<file path="src/rtl/execute_stage.sv">
// RV32I execute stage: ID/EX register, operand forwarding, ALU, branch/jump
// resolution and the EX/MEM register feeding the memory stage.
module execute_stage #(
   parameter int XLEN = 32
) (
   input  logic            clk,
   input  logic            rst,
   input  logic            id_valid,
   input  logic [XLEN-1:0] id_pc,
   input  logic [XLEN-1:0] id_rs1_data,
   input  logic [XLEN-1:0] id_rs2_data,
   input  logic [XLEN-1:0] id_imm,
   input  logic [4:0]      id_rs1,
   input  logic [4:0]      id_rs2,
   input  logic [4:0]      id_rd,
   input  logic [3:0]      id_alu_ctrl,
   input  logic [2:0]      id_funct3,
   input  logic [7:0]      id_ctrl,
   input  logic            stall,
   input  logic            flush,
   input  logic            wb_fwd_we,
   input  logic [4:0]      wb_fwd_rd,
   input  logic [XLEN-1:0] wb_fwd_data,
   output logic            redirect_valid,
   output logic [XLEN-1:0] redirect_pc,
   output logic            ex_valid,
   output logic [XLEN-1:0] ex_result,
   output logic [XLEN-1:0] ex_store_data,
   output logic [4:0]      ex_rd,
   output logic            ex_reg_write,
   output logic            ex_mem_read,
   output logic            ex_mem_write
);

   logic            e_valid_q;
   logic [XLEN-1:0] e_pc_q, e_rs1_data_q, e_rs2_data_q, e_imm_q;
   logic [4:0]      e_rs1_q, e_rs2_q, e_rd_q;
   logic [3:0]      e_alu_q;
   logic [2:0]      e_funct3_q;
   logic [7:0]      e_ctrl_q;

   logic            ex_valid_q, ex_reg_write_q, ex_mem_read_q, ex_mem_write_q;
   logic [XLEN-1:0] ex_result_q, ex_store_data_q;
   logic [4:0]      ex_rd_q;

   logic            c_jalr, c_jal, c_branch, c_mem_write, c_mem_read, c_reg_write, c_src_b_imm, c_src_a_pc;
   logic [XLEN-1:0] fwd_rs1, fwd_rs2, op_a, op_b, alu_res, jalr_sum;
   logic [XLEN-1:0] ex_result_d;
   logic            br_cond;

   assign {c_jalr, c_jal, c_branch, c_mem_write, c_mem_read, c_reg_write, c_src_b_imm, c_src_a_pc} = e_ctrl_q;

   // A load in EX/MEM has no data yet, so it never forwards; the hazard unit stalls instead.
   always_comb begin
      fwd_rs1 = e_rs1_data_q;
      if (ex_valid_q && ex_reg_write_q && !ex_mem_read_q && ex_rd_q == e_rs1_q && e_rs1_q != 5'd0)
         fwd_rs1 = ex_result_q;
      else if (wb_fwd_we && wb_fwd_rd == e_rs1_q && e_rs1_q != 5'd0)
         fwd_rs1 = wb_fwd_data;
   end

   always_comb begin
      fwd_rs2 = e_rs2_data_q;
      if (ex_valid_q && ex_reg_write_q && !ex_mem_read_q && ex_rd_q == e_rs2_q && e_rs2_q != 5'd0)
         fwd_rs2 = ex_result_q;
      else if (wb_fwd_we && wb_fwd_rd == e_rs2_q && e_rs2_q != 5'd0)
         fwd_rs2 = wb_fwd_data;
   end

   assign op_a = c_src_a_pc  ? e_pc_q  : fwd_rs1;
   assign op_b = c_src_b_imm ? e_imm_q : fwd_rs2;

   always_comb begin
      alu_res = '0;
      case (e_alu_q)
         4'b0000: alu_res = op_a + op_b;
         4'b0001: alu_res = op_a - op_b;
         4'b0010: alu_res = op_a & op_b;
         4'b0011: alu_res = op_a | op_b;
         4'b0100: alu_res = op_a ^ op_b;
         4'b0101: alu_res = {{(XLEN-1){1'b0}}, $signed(op_a) < $signed(op_b)};
         4'b0110: alu_res = op_a << op_b[4:0];
         4'b0111: alu_res = op_a >> op_b[4:0];
         4'b1000: alu_res = {{(XLEN-1){1'b0}}, op_a < op_b};
         4'b1001: alu_res = $signed(op_a) >>> op_b[4:0];
         default: alu_res = '0;
      endcase
   end

   always_comb begin
      br_cond = 1'b0;
      case (e_funct3_q)
         3'b000:  br_cond = fwd_rs1 == fwd_rs2;
         3'b001:  br_cond = fwd_rs1 != fwd_rs2;
         3'b100:  br_cond = $signed(fwd_rs1) <  $signed(fwd_rs2);
         3'b101:  br_cond = $signed(fwd_rs1) >= $signed(fwd_rs2);
         3'b110:  br_cond = fwd_rs1 <  fwd_rs2;
         3'b111:  br_cond = fwd_rs1 >= fwd_rs2;
         default: br_cond = 1'b0;
      endcase
   end

   assign jalr_sum       = fwd_rs1 + e_imm_q;
   assign redirect_valid = e_valid_q && !stall && (c_jal || c_jalr || (c_branch && br_cond));
   assign redirect_pc    = c_jalr ? (jalr_sum & ~XLEN'(1)) : (e_pc_q + e_imm_q);
   assign ex_result_d    = (c_jal || c_jalr) ? (e_pc_q + XLEN'(4)) : alu_res;

   // ID/EX: a redirect squashes whatever decode is presenting this cycle.
   always_ff @(posedge clk) begin
      if (rst) begin
         e_valid_q    <= 1'b0;
         e_pc_q       <= '0;
         e_rs1_data_q <= '0;
         e_rs2_data_q <= '0;
         e_imm_q      <= '0;
         e_rs1_q      <= '0;
         e_rs2_q      <= '0;
         e_rd_q       <= '0;
         e_alu_q      <= '0;
         e_funct3_q   <= '0;
         e_ctrl_q     <= '0;
      end else if (flush || redirect_valid) begin
         e_valid_q <= 1'b0;
      end else if (!stall) begin
         e_valid_q    <= id_valid;
         e_pc_q       <= id_pc;
         e_rs1_data_q <= id_rs1_data;
         e_rs2_data_q <= id_rs2_data;
         e_imm_q      <= id_imm;
         e_rs1_q      <= id_rs1;
         e_rs2_q      <= id_rs2;
         e_rd_q       <= id_rd;
         e_alu_q      <= id_alu_ctrl;
         e_funct3_q   <= id_funct3;
         e_ctrl_q     <= id_ctrl;
      end
   end

   always_ff @(posedge clk) begin
      if (rst) begin
         ex_valid_q      <= 1'b0;
         ex_reg_write_q  <= 1'b0;
         ex_mem_read_q   <= 1'b0;
         ex_mem_write_q  <= 1'b0;
         ex_result_q     <= '0;
         ex_store_data_q <= '0;
         ex_rd_q         <= '0;
      end else if (stall || !e_valid_q) begin
         ex_valid_q     <= 1'b0;
         ex_reg_write_q <= 1'b0;
         ex_mem_read_q  <= 1'b0;
         ex_mem_write_q <= 1'b0;
      end else begin
         ex_valid_q      <= 1'b1;
         ex_reg_write_q  <= c_reg_write && (e_rd_q != 5'd0);
         ex_mem_read_q   <= c_mem_read;
         ex_mem_write_q  <= c_mem_write;
         ex_result_q     <= ex_result_d;
         ex_store_data_q <= fwd_rs2;
         ex_rd_q         <= e_rd_q;
      end
   end

   assign ex_valid      = ex_valid_q;
   assign ex_result     = ex_result_q;
   assign ex_store_data = ex_store_data_q;
   assign ex_rd         = ex_rd_q;
   assign ex_reg_write  = ex_reg_write_q;
   assign ex_mem_read   = ex_mem_read_q;
   assign ex_mem_write  = ex_mem_write_q;

endmodule
</file>
<file path="config.mk">
export PLATFORM = sky130hd
export DESIGN_NAME = execute_stage
export DESIGN_NICKNAME = d
export VERILOG_FILES = /design/src/rtl/execute_stage.sv
export SDC_FILE = /design/constraint.sdc
export NUM_CORES = 1
export LEC_CHECK = 0
export BUFFER_PORTS_ARGS = -buffer_cell sky130_fd_sc_hd__buf_4
export CAP_MARGIN = 20
export CORE_ASPECT_RATIO = 1.1
export CORE_MARGIN = 1
export CORE_UTILIZATION = 40
export CTS_CLUSTER_SIZE = 8
export DETAILED_ROUTE_END_ITERATION = 10
export PLACE_DENSITY = 0.58
export SYNTH_ARGS = -nofsm -noshare
export SYNTH_HDL_FRONTEND = slang
export SYNTH_SLANG_ARGS = --single-unit
</file>
<file path="constraint.sdc">
create_clock -name clk -period 9.66 [get_ports clk]
set_clock_uncertainty 0.1 [all_clocks]
set_input_delay 1.932 -clock clk [delete_from_list [all_inputs] [get_ports clk]]
set_output_delay 1.932 -clock clk [all_outputs]
set_load 0.01 [all_outputs]
</file>
==> flow_metrics.tcl <==
set metrics [dict create \
    place.gp.congestion 1.04 \
    internal-power_w 0.00221 \
    ios 307 \
    core_area_sq_um 64900 \
    pwr-share-clk 0.340 \
    tns_ps 0 \
    rr_endpoint "ex_result[31]" \
    path_class "input port to primary output" \
    initial_core_util 0.404 \
    avgSynthCellArea_sq_um 7.49 \
    vdd_drop_max_v 0.000107 \
    placementRows 98 \
    period_needed_ps 9030 \
    path_buf_inv 4 \
    htree_levels 2 \
    hold_depth 1 \
    numCtsBuffers 36 \
    antenna_found_initial 1 \
    comb_power_share 0.361 \
    ff2ff_path_depth 21 \
    fmax_mhz 111 \
    required_ps 7630 \
    synthArstFlopShare 0 \
    ctsHoldBuffers 0 \
    crit_arrival_ps 6990 \
    hold_class "flop to flop" \
    period_share 0.934 \
    setup_violations 0 \
    wirelength_um 132000 \
    holdCritStartpoint "e_ctrl_q[3]" \
    antenna_left 0 \
    finalPower_w 0.00360 \
    status "completed" \
    cpMostUsedCell "buf_4" \
    clock_latency_ps 570 \
    via_per_inst 6.43 \
    track_usage 0.384 \
    cap_viol_max_count 0 \
    pwr-share-seq 0.300 \
    grt_remaining_overflow 0 \
    ys_seq_area_frac 0.177 \
    worstReg2RegStart "e_rs1_q[1]" \
    syn_inst 3498 \
    place.port_buffers 306 \
    layout-drive-gt1-share 0.143 \
    regToRegSetupSlack_ps 2140 \
    tightest_slew_ps 1120 \
    yosysUniqueCellTypes 95 \
    syn_nets 3894 \
    num-nets-final 4084 \
    worstSetupStartpointType "input port" \
    fp.dieArea_sq_um 66500 \
    syn_area_sq_um 26200 \
    synth-main-ff-cell "dfxtp_1" \
    grt_pass1_wl_um 189000 \
    routedWlPerCell_um 29.1 \
    switchingPower_w 0.00139 \
    grt_pass1_vias 27285 \
    crit_path_end_kind "primary output" \
    worst_path_largest_cell_delay_ps 600 \
    power.density_nw_per_um2 119 \
    min_to "ex_mem_read" \
    p_sw_frac 0.386 \
    crit_chain "buf_4, or2_1, o21a_1, nor3_2, buf_4, buf_4, mux2i_1, nand2_1, o21ai_0, ha_1, a211oi_1, o211ai_1, a21oi_1, o21ai_0, nor2_1, o311a_1, o311ai_0, o31ai_1, buf_4" \
    fillers 6614 \
    cts_tree "done" \
    clockBufferDepth 3 \
    firstDrtPassIters 6 \
    crit_path_top_delay_cell "o31ai_1" \
    cp_max_fo 8 \
    die_height_um 270 \
    post-cts-setup-buffers 0 \
    area_growth_pct 15.8 \
    leakage_nw 12.3 \
    drt_drc_violations_left 0 \
    maxSlewViolCount 0 \
    dpl.hpwl_um 105000 \
    critPathTopFamily "compound AO/OA/AOI/OAI gates" \
    die_x_um 246 \
    place_ws_ps 699 \
    synth_edf_count 0 \
    rsz0062_at_grt "false" \
    root_buffer "clkbuf_16" \
    drt_iter0_markers 2999 \
    numClockSinks 232 \
    finalHoldViolCount 0 \
    yosysWarningCount 0 \
    vias 29257 \
    path_clk_slew_ps 50 \
    cts_resized 0 \
    grt_start_max_net_pins 120 \
    ys_seq_elements 232 \
    setup_ws_ps 635 \
    maxSlewHeadroom 0.247 \
]
power groups by stage:
stage,Clock (W),Combinational [W],Sequential (W)
global placement,0,0.00125,0.00109
floorplan,0,0.000795,0.00104
detailed placement,0,0.00125,0.00109
CTS,0.00123,0.00126,0.00107
finish,0.00122,0.00130,0.00108
global route,0.00127,0.00136,0.00108
worst max-delay path by stage:
stage                  from  depth (start not counted)         endpoint  slack, ps
3_3_place_gp   wb_fwd_rd[2]                         18  redirect_pc[30]        770
4_1_cts        wb_fwd_rd[0]                         19   redirect_valid        700
3_5_place_dp   wb_fwd_rd[0]                         19   redirect_valid        700
5_1_grt        wb_fwd_rd[4]                         18  redirect_pc[30]        270
2_1_floorplan  wb_fwd_rd[0]                         19   redirect_valid       1710
6_report       wb_fwd_rd[0]                         19   redirect_valid        630
layer usage:
metal | global-route usage | wire length [um] | vias to the layer above
met5 | 0 | 13 | -
met4 | 0.230 | 9390 | 2
met3 | 0.0760 | 11700 | 435
met2 | 0.592 | 57700 | 1631
met1 | 0.491 | 53700 | 13974
li1 | - | - | 13215
worst reg2reg max path: stages (launching register included):
cell      delay, ps
dfxtp_1         360
or4_4           590
o211ai_2        150
buf_4           410
or2_2           600
a31oi_1         310
mux2i_1         530
inv_1           150
ha_1            360
nor2b_1         170
o31ai_1         430
a211oi_1        320
a2111o_1        630
a311o_1         380
a311o_1         390
a211oi_1        220
buf_4           170
mux2_2          330
a221oi_1        300
buf_4           180
o211a_1         230
o22ai_1          90
Yosys cell counts (69+ instances only):
master	number	area share
nor2_1	260	0.037
a211oi_1	78	0.022
clkbuf_1	164	0.023
xnor2_1	73	0.024
inv_1	123	0.018
nor3_1	89	0.017
ha_1	191	0.091
dfxtp_1	232	0.18
nand4_1	69	0.016
nand2b_1	343	0.082
a31oi_1	71	0.017
o21ai_0	196	0.037
nand2_1	260	0.037
a21oi_1	248	0.047
mux2i_1	289	0.11
layout by cell type, fill, tap and decap left out, drive strengths merged, types with 45 or more instances in the layout:
master	synthesis	layout
a21o	48	48
a21oi	248	248
o31ai	57	57
ha	191	191
xnor2	73	73
mux2i	292	292
nor2	263	263
inv	126	128
dfxtp	232	232
nor3	89	89
nand2	260	260
a211oi	78	78
a31oi	71	71
buf	79	393
clkbuf	164	45
nand4	69	69
o21ai	199	199
nand2b	343	343
state kept, by name, summed over array words and instances (netlist names):
register,count
e_imm_q,32
e_pc_q,32
e_rs1_data_q,32
e_rs2_data_q,32
ex_result,32
ex_store_data,32
e_ctrl_q,8
e_rd_q,5
e_rs1_q,5
e_rs2_q,5
ex_rd,5
e_alu_q,4
e_funct3_q,3
e_valid_q,1
ex_mem_read,1
ex_mem_write,1
ex_reg_write,1
ex_valid,1
metrics by stage:
step | hold WS (ps) | utilization | instances | instance area, sq um
global placement | 338 | 0.452 | 4497 | 29300
CTS | 356 | 0.468 | 4545 | 30300
global route | 383 | 0.468 | 4547 | 30400
detailed placement | 347 | 0.452 | 4498 | 29300
floorplan | 328 | - | 3498 | 26200
finish | 356 | 0.468 | 4548 | 30400
final cells by class:
class	instances	area, sq um	share of cell area
repair buffers	395	2980	0.0981
clock inverters	4	52.6	0.00173
inverters	128	483	0.0159
multi-input cells	2895	20100	0.664
diodes	1	2.50	0.0000824
clock buffers	43	978	0.0322
flip-flops and latches	232	4650	0.153
well taps	850	1060	0.0350
cell families (layout without fill, tap and decap cells):
group / count (synthesis) / count (layout) / share of synthesized area
flip-flops: 232 / 232 / 0.177
AND/OR/NAND/NOR: 1224 / 1224 / 0.239
buffers and inverters: 371 / 570 / 0.0573
XOR/XNOR: 105 / 105 / 0.0351
other: 0 / 1 / 0
adder cells (fa/ha/maj): 195 / 195 / 0.0943
multiplexers: 318 / 318 / 0.128
AO/OA/AOI/OAI: 1053 / 1053 / 0.269
Power figures use the tool's default switching activity.
